### src/rtl/prnd_dither_ctrl.sv
// prnd_dither_ctrl: paces PRND generator ticks, ramps the dither range
// toward its target, and forms the saturated dithered DCO code.
module prnd_dither_ctrl #(
  parameter int NUM_PRND_BITS = 5,
  parameter int NUM_CODE_BITS = 8,
  parameter int NUM_DIV_BITS  = 8
) (
  input  logic                     clock,
  input  logic                     reset,
  input  logic                     ditherEn,
  input  logic [NUM_PRND_BITS:0]   targetRange,
  input  logic [NUM_DIV_BITS-1:0]  updatePeriod,
  input  logic [NUM_CODE_BITS-1:0] baseCode,
  input  logic [NUM_PRND_BITS-1:0] prndNum,
  output logic                     prndEnable,
  output logic [NUM_PRND_BITS:0]   prndRange,
  output logic [NUM_CODE_BITS-1:0] ditherCode,
  output logic                     codeValid,
  output logic [1:0]               state
);

  typedef enum logic [1:0] {
    IDLE      = 2'd0,
    RAMP_UP   = 2'd1,
    DITHER    = 2'd2,
    RAMP_DOWN = 2'd3
  } state_t;

  localparam int RW = NUM_PRND_BITS + 1;
  localparam int SW = NUM_CODE_BITS + 2;
  localparam logic [RW-1:0] MAX_RANGE =
    {1'b1, {NUM_PRND_BITS{1'b0}}};
  localparam logic signed [SW-1:0] CODE_MAX =
    {2'b00, {NUM_CODE_BITS{1'b1}}};

  state_t                   st;
  state_t                   next_st;
  logic [RW-1:0]            cur_range;
  logic [RW-1:0]            desired;
  logic [RW-1:0]            next_range;
  logic [NUM_DIV_BITS-1:0]  cnt;
  logic [NUM_DIV_BITS-1:0]  period;
  logic [1:0]               cap_pipe;
  logic                     tick;
  logic signed [SW-1:0]     sum;
  logic [NUM_CODE_BITS-1:0] code_next;

  assign period = (updatePeriod < NUM_DIV_BITS'(2)) ?
                  NUM_DIV_BITS'(2) : updatePeriod;
  assign tick = (st != IDLE) && (cnt == '0);

  assign prndEnable = tick;
  assign prndRange  = cur_range;
  assign state      = st;

  always_comb begin
    desired = '0;
    if (ditherEn)
      desired = (targetRange > MAX_RANGE) ?
                MAX_RANGE : targetRange;
  end

  always_comb begin
    next_range = cur_range;
    unique case (1'b1)
      cur_range < desired: next_range = cur_range + 1'b1;
      cur_range > desired: next_range = cur_range - 1'b1;
      default: ;
    endcase
  end

  always_comb begin
    next_st = RAMP_DOWN;
    unique case (1'b1)
      (next_range == '0) && !ditherEn:
        next_st = IDLE;
      next_range < desired:
        next_st = RAMP_UP;
      (next_range == desired) && ditherEn:
        next_st = DITHER;
      next_range > desired:
        next_st = RAMP_DOWN;
      default: ;
    endcase
  end

  // zero-centred offset: prndNum spans [0, range), so subtract range/2
  always_comb begin
    sum = $signed({2'b00, baseCode})
        + $signed(SW'(prndNum))
        - $signed(SW'(cur_range >> 1));
    code_next = sum[NUM_CODE_BITS-1:0];
    if (cur_range == '0)
      code_next = baseCode;
    else if (sum[SW-1])
      code_next = '0;
    else if (sum > CODE_MAX)
      code_next = '1;
  end

  always_ff @(posedge clock or posedge reset) begin
    if (reset) begin
      st         <= IDLE;
      cur_range  <= '0;
      cnt        <= '0;
      cap_pipe   <= '0;
      ditherCode <= '0;
      codeValid  <= 1'b0;
    end else begin
      cap_pipe  <= {cap_pipe[0], tick};
      codeValid <= cap_pipe[1];
      if (cap_pipe[1])
        ditherCode <= code_next;
      else if ((st == IDLE) && (cap_pipe == '0))
        ditherCode <= baseCode;
      if (st == IDLE) begin
        if (ditherEn) begin
          cnt <= period;
          st  <= (desired == '0) ? DITHER : RAMP_UP;
        end
      end else if (tick) begin
        cnt       <= period;
        cur_range <= next_range;
        st        <= next_st;
      end else begin
        cnt <= cnt - 1'b1;
      end
    end
  end

endmodule

### config.mk
export PLATFORM = sky130hd
export DESIGN_NAME = prnd_dither_ctrl
export DESIGN_NICKNAME = d
export VERILOG_FILES = /design/src/rtl/prnd_dither_ctrl.sv
export SDC_FILE = /design/constraint.sdc
export NUM_CORES = 1
export LEC_CHECK = 0
export CAP_MARGIN = 10
export CORE_ASPECT_RATIO = 0.7
export CORE_MARGIN = 1
export CORE_UTILIZATION = 57
export DETAILED_ROUTE_END_ITERATION = 8
export GPL_ROUTABILITY_DRIVEN = 0
export PLACE_DENSITY_LB_ADDON = 0.25
export SETUP_SLACK_MARGIN = 0.05
export SYNTH_ARGS = -nofsm -noshare
export SYNTH_HDL_FRONTEND = slang
export SYNTH_SLANG_ARGS = --single-unit
### constraint.sdc
create_clock -name clock -period 6.1 [get_ports clock]
set_input_delay 0.61 -clock clock [delete_from_list [all_inputs] [get_ports clock]]
set_output_delay 0.61 -clock clock [all_outputs]
set_load 0.02 [all_outputs]
==> impl_metrics.tcl, run 1 <==
set metrics [dict create \
    critical_path_arrival_ns 5.59 \
    gr-total-overflow 0 \
    placement.io_buffers 47 \
    initial_utilization 0.6162 \
    grt_usage 0.2853 \
    critical-path-top-delay-family "simple AND/OR/NAND/NOR gates" \
    final.period_utilization 0.8821 \
    die_w_um 81.24 \
    rsz_0062_raised_after_global_routing "no" \
    maxSlewViolCount 0 \
    total_wirelength_of_the_detailed_routed_design_mm 6.153 \
    timing.fmax_mhz 185.8 \
    drt.antenna.violating_nets 0 \
    hold_fix_buffer_count_after_cts 0 \
    layout_cell_share_with_drive_strength_beyond_1 0.05797 \
    finalNonFillerCells 397 \
    drt_first_pass_iters 4 \
    reg2reg_slack_ns 1.62 \
    insertion_delay_ns 0.27 \
    cts_clk_pin_slew_worst_paths_ns 0.10 \
    power.clock.fraction 0.062 \
    mappedNetlistArea_um2 2505 \
    post_synth_fa_ha_maj_area_fraction 0.1878 \
    yosysTopAreaCellShare 0.2697 \
    ys_warn_count 0 \
    muxShareOfSynthArea 0.02647 \
    core_region_area_um2 4065 \
    detailed_route_via_count 2372 \
    synthDistinctLibCells 50 \
    pwr-share-comb 0.726 \
    antenna-diode-count 0 \
    crit_slowest_cell "sky130_fd_sc_hd__a21boi_0" \
    postSynthAreaPerCell_um2 8.434 \
    total_leakage_power_nw 1.408 \
    relative_contribution_of_sequential_cells_to_total_power 0.212 \
    worst_slew_pin_slew_ns 1.025 \
    critPathRequiredTime_ns 6.31 \
    p_switching_mw 0.8216 \
    synth-edff-count 0 \
    async_set_reset_flop_share_out_of_synthesis 1.000 \
    finish.utilization 0.7578 \
    chipHeight_um 57.47 \
    timing.final.setup_violations 0 \
    final.setup_skew_ns 0.004236 \
    fp-row-count 19 \
    synth.yosys.seq_area_share 0.2697 \
    synth_seq_cells 27 \
    crit_type "in -> reg" \
    detail_route.iter0.violations 199 \
    drcViolationCount 0 \
    area_of_all_sequential_standard_cells_um2 675.6 \
    cp-end-kind "flip-flop" \
    synth.top_cells.by_area "sky130_fd_sc_hd__dfrtp_1 (27%), sky130_fd_sc_hd__ha_1 (14%), sky130_fd_sc_hd__a21oi_1 (7.0%), sky130_fd_sc_hd__inv_1 (4.9%), sky130_fd_sc_hd__fa_1 (4.8%)" \
    areaGrowthSynthToFinish_pct 22.98 \
    mappedNetlistNets 361 \
    fin_tns_setup_ns 0 \
    timing.critical_path.from_type "primary input" \
    cts_buffer_depth 2 \
    numCtsBuffers 3 \
    global_route_wire_length_before_repair_mm 10.15 \
    run_status "finished, final reports clean" \
    synth_compound_gate_area_share 0.2398 \
    first_global_vias 2149 \
    post_cts.repair.setup_buffers 0 \
    report.power.total_mw 1.701 \
    die_area_um2 4668 \
    power.ir.vdd_worst_uv 408.8 \
    nNetsFinal 410 \
    timing.critical_path.cells "clkdlybuf4s50_1 -> buf_4 -> nor2b_1 -> nand2_1 -> ha_1 -> and3_1 -> nand4_1 -> a21boi_0 -> ha_1 -> a21o_1 -> a21oi_1 -> nand2_1 -> mux2i_1 -> xor2_1 -> inv_1 -> ha_1 -> nand3_1 -> or2_2 -> nand2_1 -> o2bb2ai_1 -> a21oi_1 -> a21oi_1" \
    clock-sinks 27 \
    crit_path_max_incr_delay_ns 0.65 \
    post_synth_and_or_nand_nor_area_fraction 0.1688 \
    postSynth.topFlopCell "sky130_fd_sc_hd__dfrtp_1" \
    swShare 0.4829 \
    maxCapViolCount 0 \
    post_synth_xor_area_fraction 0.04545 \
    largest_family_of_logic_cells_by_synthesized_area "compound AO/OA/AOI/OAI gates" \
    power.density_nw_per_um2 552.3 \
    drt-vias-per-instance 5.975 \
    synthDominantAreaCellType "sky130_fd_sc_hd__dfrtp_1" \
    grt_max_degree 28 \
    number_of_antenna_violations_at_the_first_check_in_global_routing 0 \
    post_dp_hpwl_mm 4.940 \
    fillers 299 \
    critical_path.max_fanout 9 \
    multi_input_comb_area_um2 1674 \
    worst-path-buf-inv 3 \
    cts_tree "built" \
    drt-wirelength-per-cell_um 15.50 \
    post_cts_resize_count 0 \
    syn-instance-count 297 \
    place_inst 393 \
    worstHoldPathType "reg -> reg" \
    slew_headroom 0.3156 \
    clk_root_buffer_cell "sky130_fd_sc_hd__clkbuf_8" \
    cts_max_level 1 \
    internal_power_mw 0.8797 \
    io-pin-count 48 \
    final-hold-violation-count 0 \
    fin_crit_ns 5.381 \
]
[per-layer routing]
metal / share of wire / global-route usage / vias to the layer above / routed length (um)
met1: 0.49 / 0.4265 / 1126 / 3017
met5: 0 / 0 / - / 0
met3: 0.056 / 0.05120 / 6 / 347
met2: 0.45 / 0.4370 / 79 / 2744
li1: - / - / 1161 / -
met4: 0.0072 / 0.04592 / 0 / 44
[sequential cells by signal, indices dropped and copies added (netlist names)]
signal	cells
ditherCode	8
prndRange	6
codeValid	1
cap_pipe	2
state	2
cnt	8
[cell families after synthesis]
| group | count (synthesis) |
|---|---|
| buffers and inverters | 39 |
| muxes | 6 |
| AOI/OAI and AO/OA | 91 |
| xor gates and xnor gates | 13 |
| adders and majority gates | 34 |
| and+or+nand+nor | 87 |
| DFF | 27 |
[final timing paths]
| check | from | endpoint | cells after the start |
|---|---|---|---|
| setup / recovery | ditherEn | state[1] | 22 |
| hold / removal | cap_pipe[0] | cap_pipe[1] | 0 |
| setup reg to reg | prndRange[5] | state[1] | 18 |
| hold reg to reg | cap_pipe[0] | cap_pipe[1] | 0 |
| max in group asynchronous | reset | prndRange[4] | 2 |
| min in group asynchronous | reset | ditherCode[7] | 2 |
[placed cells by master (no fill, tap or decap), drive strengths merged, types with 2 or more instances in the layout]
master and instances:
a211oi 3, a21o 7, a21oi 35, a221o 4, a31oi 2, and2 2
and3 2, buf 3, clkbuf 3, clkdlybuf4s50 47, dfrtp 27, fa 6
ha 28, inv 33, mux2 5, nand2 25, nand2b 2, nand3 2
nand4 3, nor2 25, nor2b 5, nor3 8, nor4 2, o211ai 3
o21a 2, o21ai 12, o21bai 4, o22ai 6, o31ai 4, o41ai 2
or2 3, or3 3, or4 2, or4b 2, xnor2 9, xor2 4
[synth_stat cells, drive strengths merged, types with 4 or more instances]
| master | n |
|---|---|
| a21oi | 35 |
| dfrtp | 27 |
| nor2b | 5 |
| mux2 | 5 |
| o21bai | 4 |
| nand2 | 25 |
| clkbuf | 4 |
| a221o | 4 |
| o21ai | 12 |
| inv | 33 |
| xnor2 | 9 |
| fa | 6 |
| nor2 | 25 |
| nor3 | 8 |
| ha | 28 |
| xor2 | 4 |
| o31ai | 4 |
| o22ai | 6 |
| a21o | 7 |
[power by group through the flow]
stage / Sequential (mW) / Clock, mW / Combinational [mW]
after floorplan: 0.394 / 0 / 0.836
after global placement: 0.358 / 0 / 1.18
after detailed placement: 0.361 / 0 / 1.21
after CTS: 0.358 / 0.108 / 1.22
after global routing: 0.372 / 0.118 / 1.37
final: 0.361 / 0.106 / 1.23
[per-stage QoR]
step / instance area, um2 / setup WS [ns] / hold slack [ns]
after global routing: 3080 / 0.4210 / 0.4039
after CTS: 3080 / 0.7942 / 0.4024
final: 3080 / 0.7192 / 0.3995
after detailed placement: 3032 / 0.5243 / 0.3823
after global placement: 3032 / 0.8112 / 0.3589
after floorplan: 2505 / 1.484 / 0.3543
[final cells by class]
class | instances | area share
Clock buffer | 3 | 0.01340
Clock inverter | 1 | 0.002437
Inverter | 33 | 0.04021
Multi-Input combinational cell | 231 | 0.5435
Sequential cell | 27 | 0.2193
Tap cell | 52 | 0.02112
Timing Repair Buffer | 50 | 0.1600
(Power assumes the default switching activity.)
==> inputs of run 2 (changes only) <==
GPL_TIMING_DRIVEN = 0   (was unset)
==> impl_metrics.tcl, run 2 (synthesis gave the netlist of run 1 again) <==
set metrics [dict create \
    grt_usage 0.2693 \
    numCtsBuffers 3 \
    critPathRequiredTime_ns 6.31 \
    topmost_layer_with_routed_signal_wires "met4" \
    gr-total-overflow 0 \
    first_global_vias 2071 \
    nNetsFinal 412 \
    most-common-layout-cells "sky130_fd_sc_hd__clkdlybuf4s50_1 (46), sky130_fd_sc_hd__a21oi_1 (35), sky130_fd_sc_hd__inv_1 (33), sky130_fd_sc_hd__ha_1 (28), sky130_fd_sc_hd__dfrtp_1 (27)" \
    drcViolationCount 0 \
    post_dp_hpwl_mm 4.722 \
    die_w_um 81.24 \
    slew_headroom 0.3336 \
    crit_type "in -> reg" \
    worst_slew_pin_slew_ns 0.9985 \
    fp-row-count 19 \
    fin_crit_ns 5.083 \
    maxCapViolCount 0 \
    met2WireLength_mm 2.632 \
    layout_commonest_cell "sky130_fd_sc_hd__clkdlybuf4s50_1" \
    holdWs_ns 0.3937 \
    cts_buffer_depth 2 \
    cts_tree "built" \
    layout_cell_share_with_drive_strength_beyond_1 0.05187 \
    fin_tns_setup_ns 0 \
    grt_max_degree 28 \
    post_cts.repair.setup_buffers 0 \
    die_area_um2 4668 \
    clock-sinks 27 \
    final.period_utilization 0.8333 \
    cts_max_level 1 \
    clk_root_buffer_cell "sky130_fd_sc_hd__clkbuf_8" \
    detailed_route_via_count 2349 \
    insertion_delay_ns 0.27 \
    chipHeight_um 57.47 \
    final_setup_margin_ns 1.017 \
    report.power.total_mw 1.685 \
    core_region_area_um2 4065 \
    timing.fmax_mhz 196.7 \
    post_cts_resize_count 0 \
    global_route_wire_length_before_repair_mm 9.729 \
    total_wirelength_of_the_detailed_routed_design_mm 5.925 \
    detail_route.iter0.violations 157 \
    critical_path_arrival_ns 5.29 \
    routed-wl-met3_um 317 \
    areaGrowthSynthToFinish_pct 22.78 \
    timing.critical_path.from_type "primary input" \
    drt.antenna.violating_nets 0 \
    drt-met1-wl_mm 2.947 \
    number_of_antenna_violations_at_the_first_check_in_global_routing 0 \
    hold_fix_buffer_count_after_cts 0 \
    power.ir.vdd_worst_uv 490.6 \
    maxSlewViolCount 0 \
    antenna-diode-count 0 \
    final-hold-violation-count 0 \
    drt-vias-per-instance 5.887 \
    initial_utilization 0.6162 \
    cp-end-kind "flip-flop" \
    placement.io_buffers 46 \
    timing.final.setup_violations 0 \
    drt-wirelength-per-cell_um 14.85 \
    final.setup_skew_ns 0.001955 \
    run_status "finished, final reports clean" \
    post-place-ws_ns 0.7505 \
    rsz_0062_raised_after_global_routing "no" \
    power.density_nw_per_um2 547.8 \
    io-pin-count 48 \
    drt_first_pass_iters 4 \
    total_leakage_power_nw 1.407 \
    cts_clk_pin_slew_worst_paths_ns 0.09 \
    critical_path.max_fanout 6 \
    worstHoldPathType "reg -> reg" \
]
==> run 2: critical path, stage by stage <==
cell and delay, ns:
sky130_fd_sc_hd__clkdlybuf4s50_1 0.42, sky130_fd_sc_hd__nor2b_1 0.31, sky130_fd_sc_hd__nand2_1 0.15, sky130_fd_sc_hd__ha_1 0.31
sky130_fd_sc_hd__and3_1 0.20, sky130_fd_sc_hd__a221oi_1 0.10, sky130_fd_sc_hd__a21boi_0 0.62, sky130_fd_sc_hd__ha_1 0.41
sky130_fd_sc_hd__a21o_1 0.19, sky130_fd_sc_hd__a21oi_1 0.16, sky130_fd_sc_hd__nand2_1 0.09, sky130_fd_sc_hd__mux2i_1 0.29
sky130_fd_sc_hd__xor2_1 0.25, sky130_fd_sc_hd__inv_1 0.08, sky130_fd_sc_hd__ha_1 0.29, sky130_fd_sc_hd__nand3_1 0.09
sky130_fd_sc_hd__or2_2 0.32, sky130_fd_sc_hd__nand2_1 0.07, sky130_fd_sc_hd__o2bb2ai_1 0.13, sky130_fd_sc_hd__a21oi_1 0.06
sky130_fd_sc_hd__a21oi_1 0.14
==> run 2: path summary, 6_finish.rpt <==
check,from,end,slack [ns],cells past startpoint
hold reg to reg,cap_pipe[0],cap_pipe[1],0.39,0
setup / recovery,targetRange[5],state[1],1.02,21
max in group asynchronous,reset,prndRange[2],4.63,2
min in group asynchronous,reset,ditherCode[7],0.87,2
hold / removal,cap_pipe[0],cap_pipe[1],0.39,0
setup reg to reg,prndRange[5],state[1],1.65,18
==> run 2: through the flow <==
step | std cells | utilization | cell area [um2]
after floorplan | 297 | - | 2505
after global placement | 395 | 0.7455 | 3030
after detailed placement | 395 | 0.7455 | 3030
after CTS | 399 | 0.7565 | 3075
after global routing | 399 | 0.7565 | 3075
final | 399 | 0.7565 | 3075
==> run 2: routing by layer <==
layer / track usage / vias up
met3: 0.03520 / 4
li1: - / 1159
met1: 0.4085 / 1121
met5: 0 / -
met2: 0.4166 / 65
met4: 0.03827 / 0
==> run 2: power breakdown <==
part	internal (mW)	total (mW)	switching [mW]
combinational	0.570	1.23	0.656
sequential	0.258	0.355	0.0972
clock	0.0469	0.103	0.0566
==> run 2: final cells by class <==
| cell class | instances | area (um2) |
|---|---|---|
| clock buffers | 4 | 45.04 |
| flip-flops and latches | 27 | 675.6 |
| multi-input cells | 231 | 1674 |
| fillers | 295 | 989.7 |
| repair buffers | 46 | 460.4 |
| inverters | 33 | 123.9 |
| well taps | 52 | 65.06 |
| plain buffers | 6 | 31.28 |
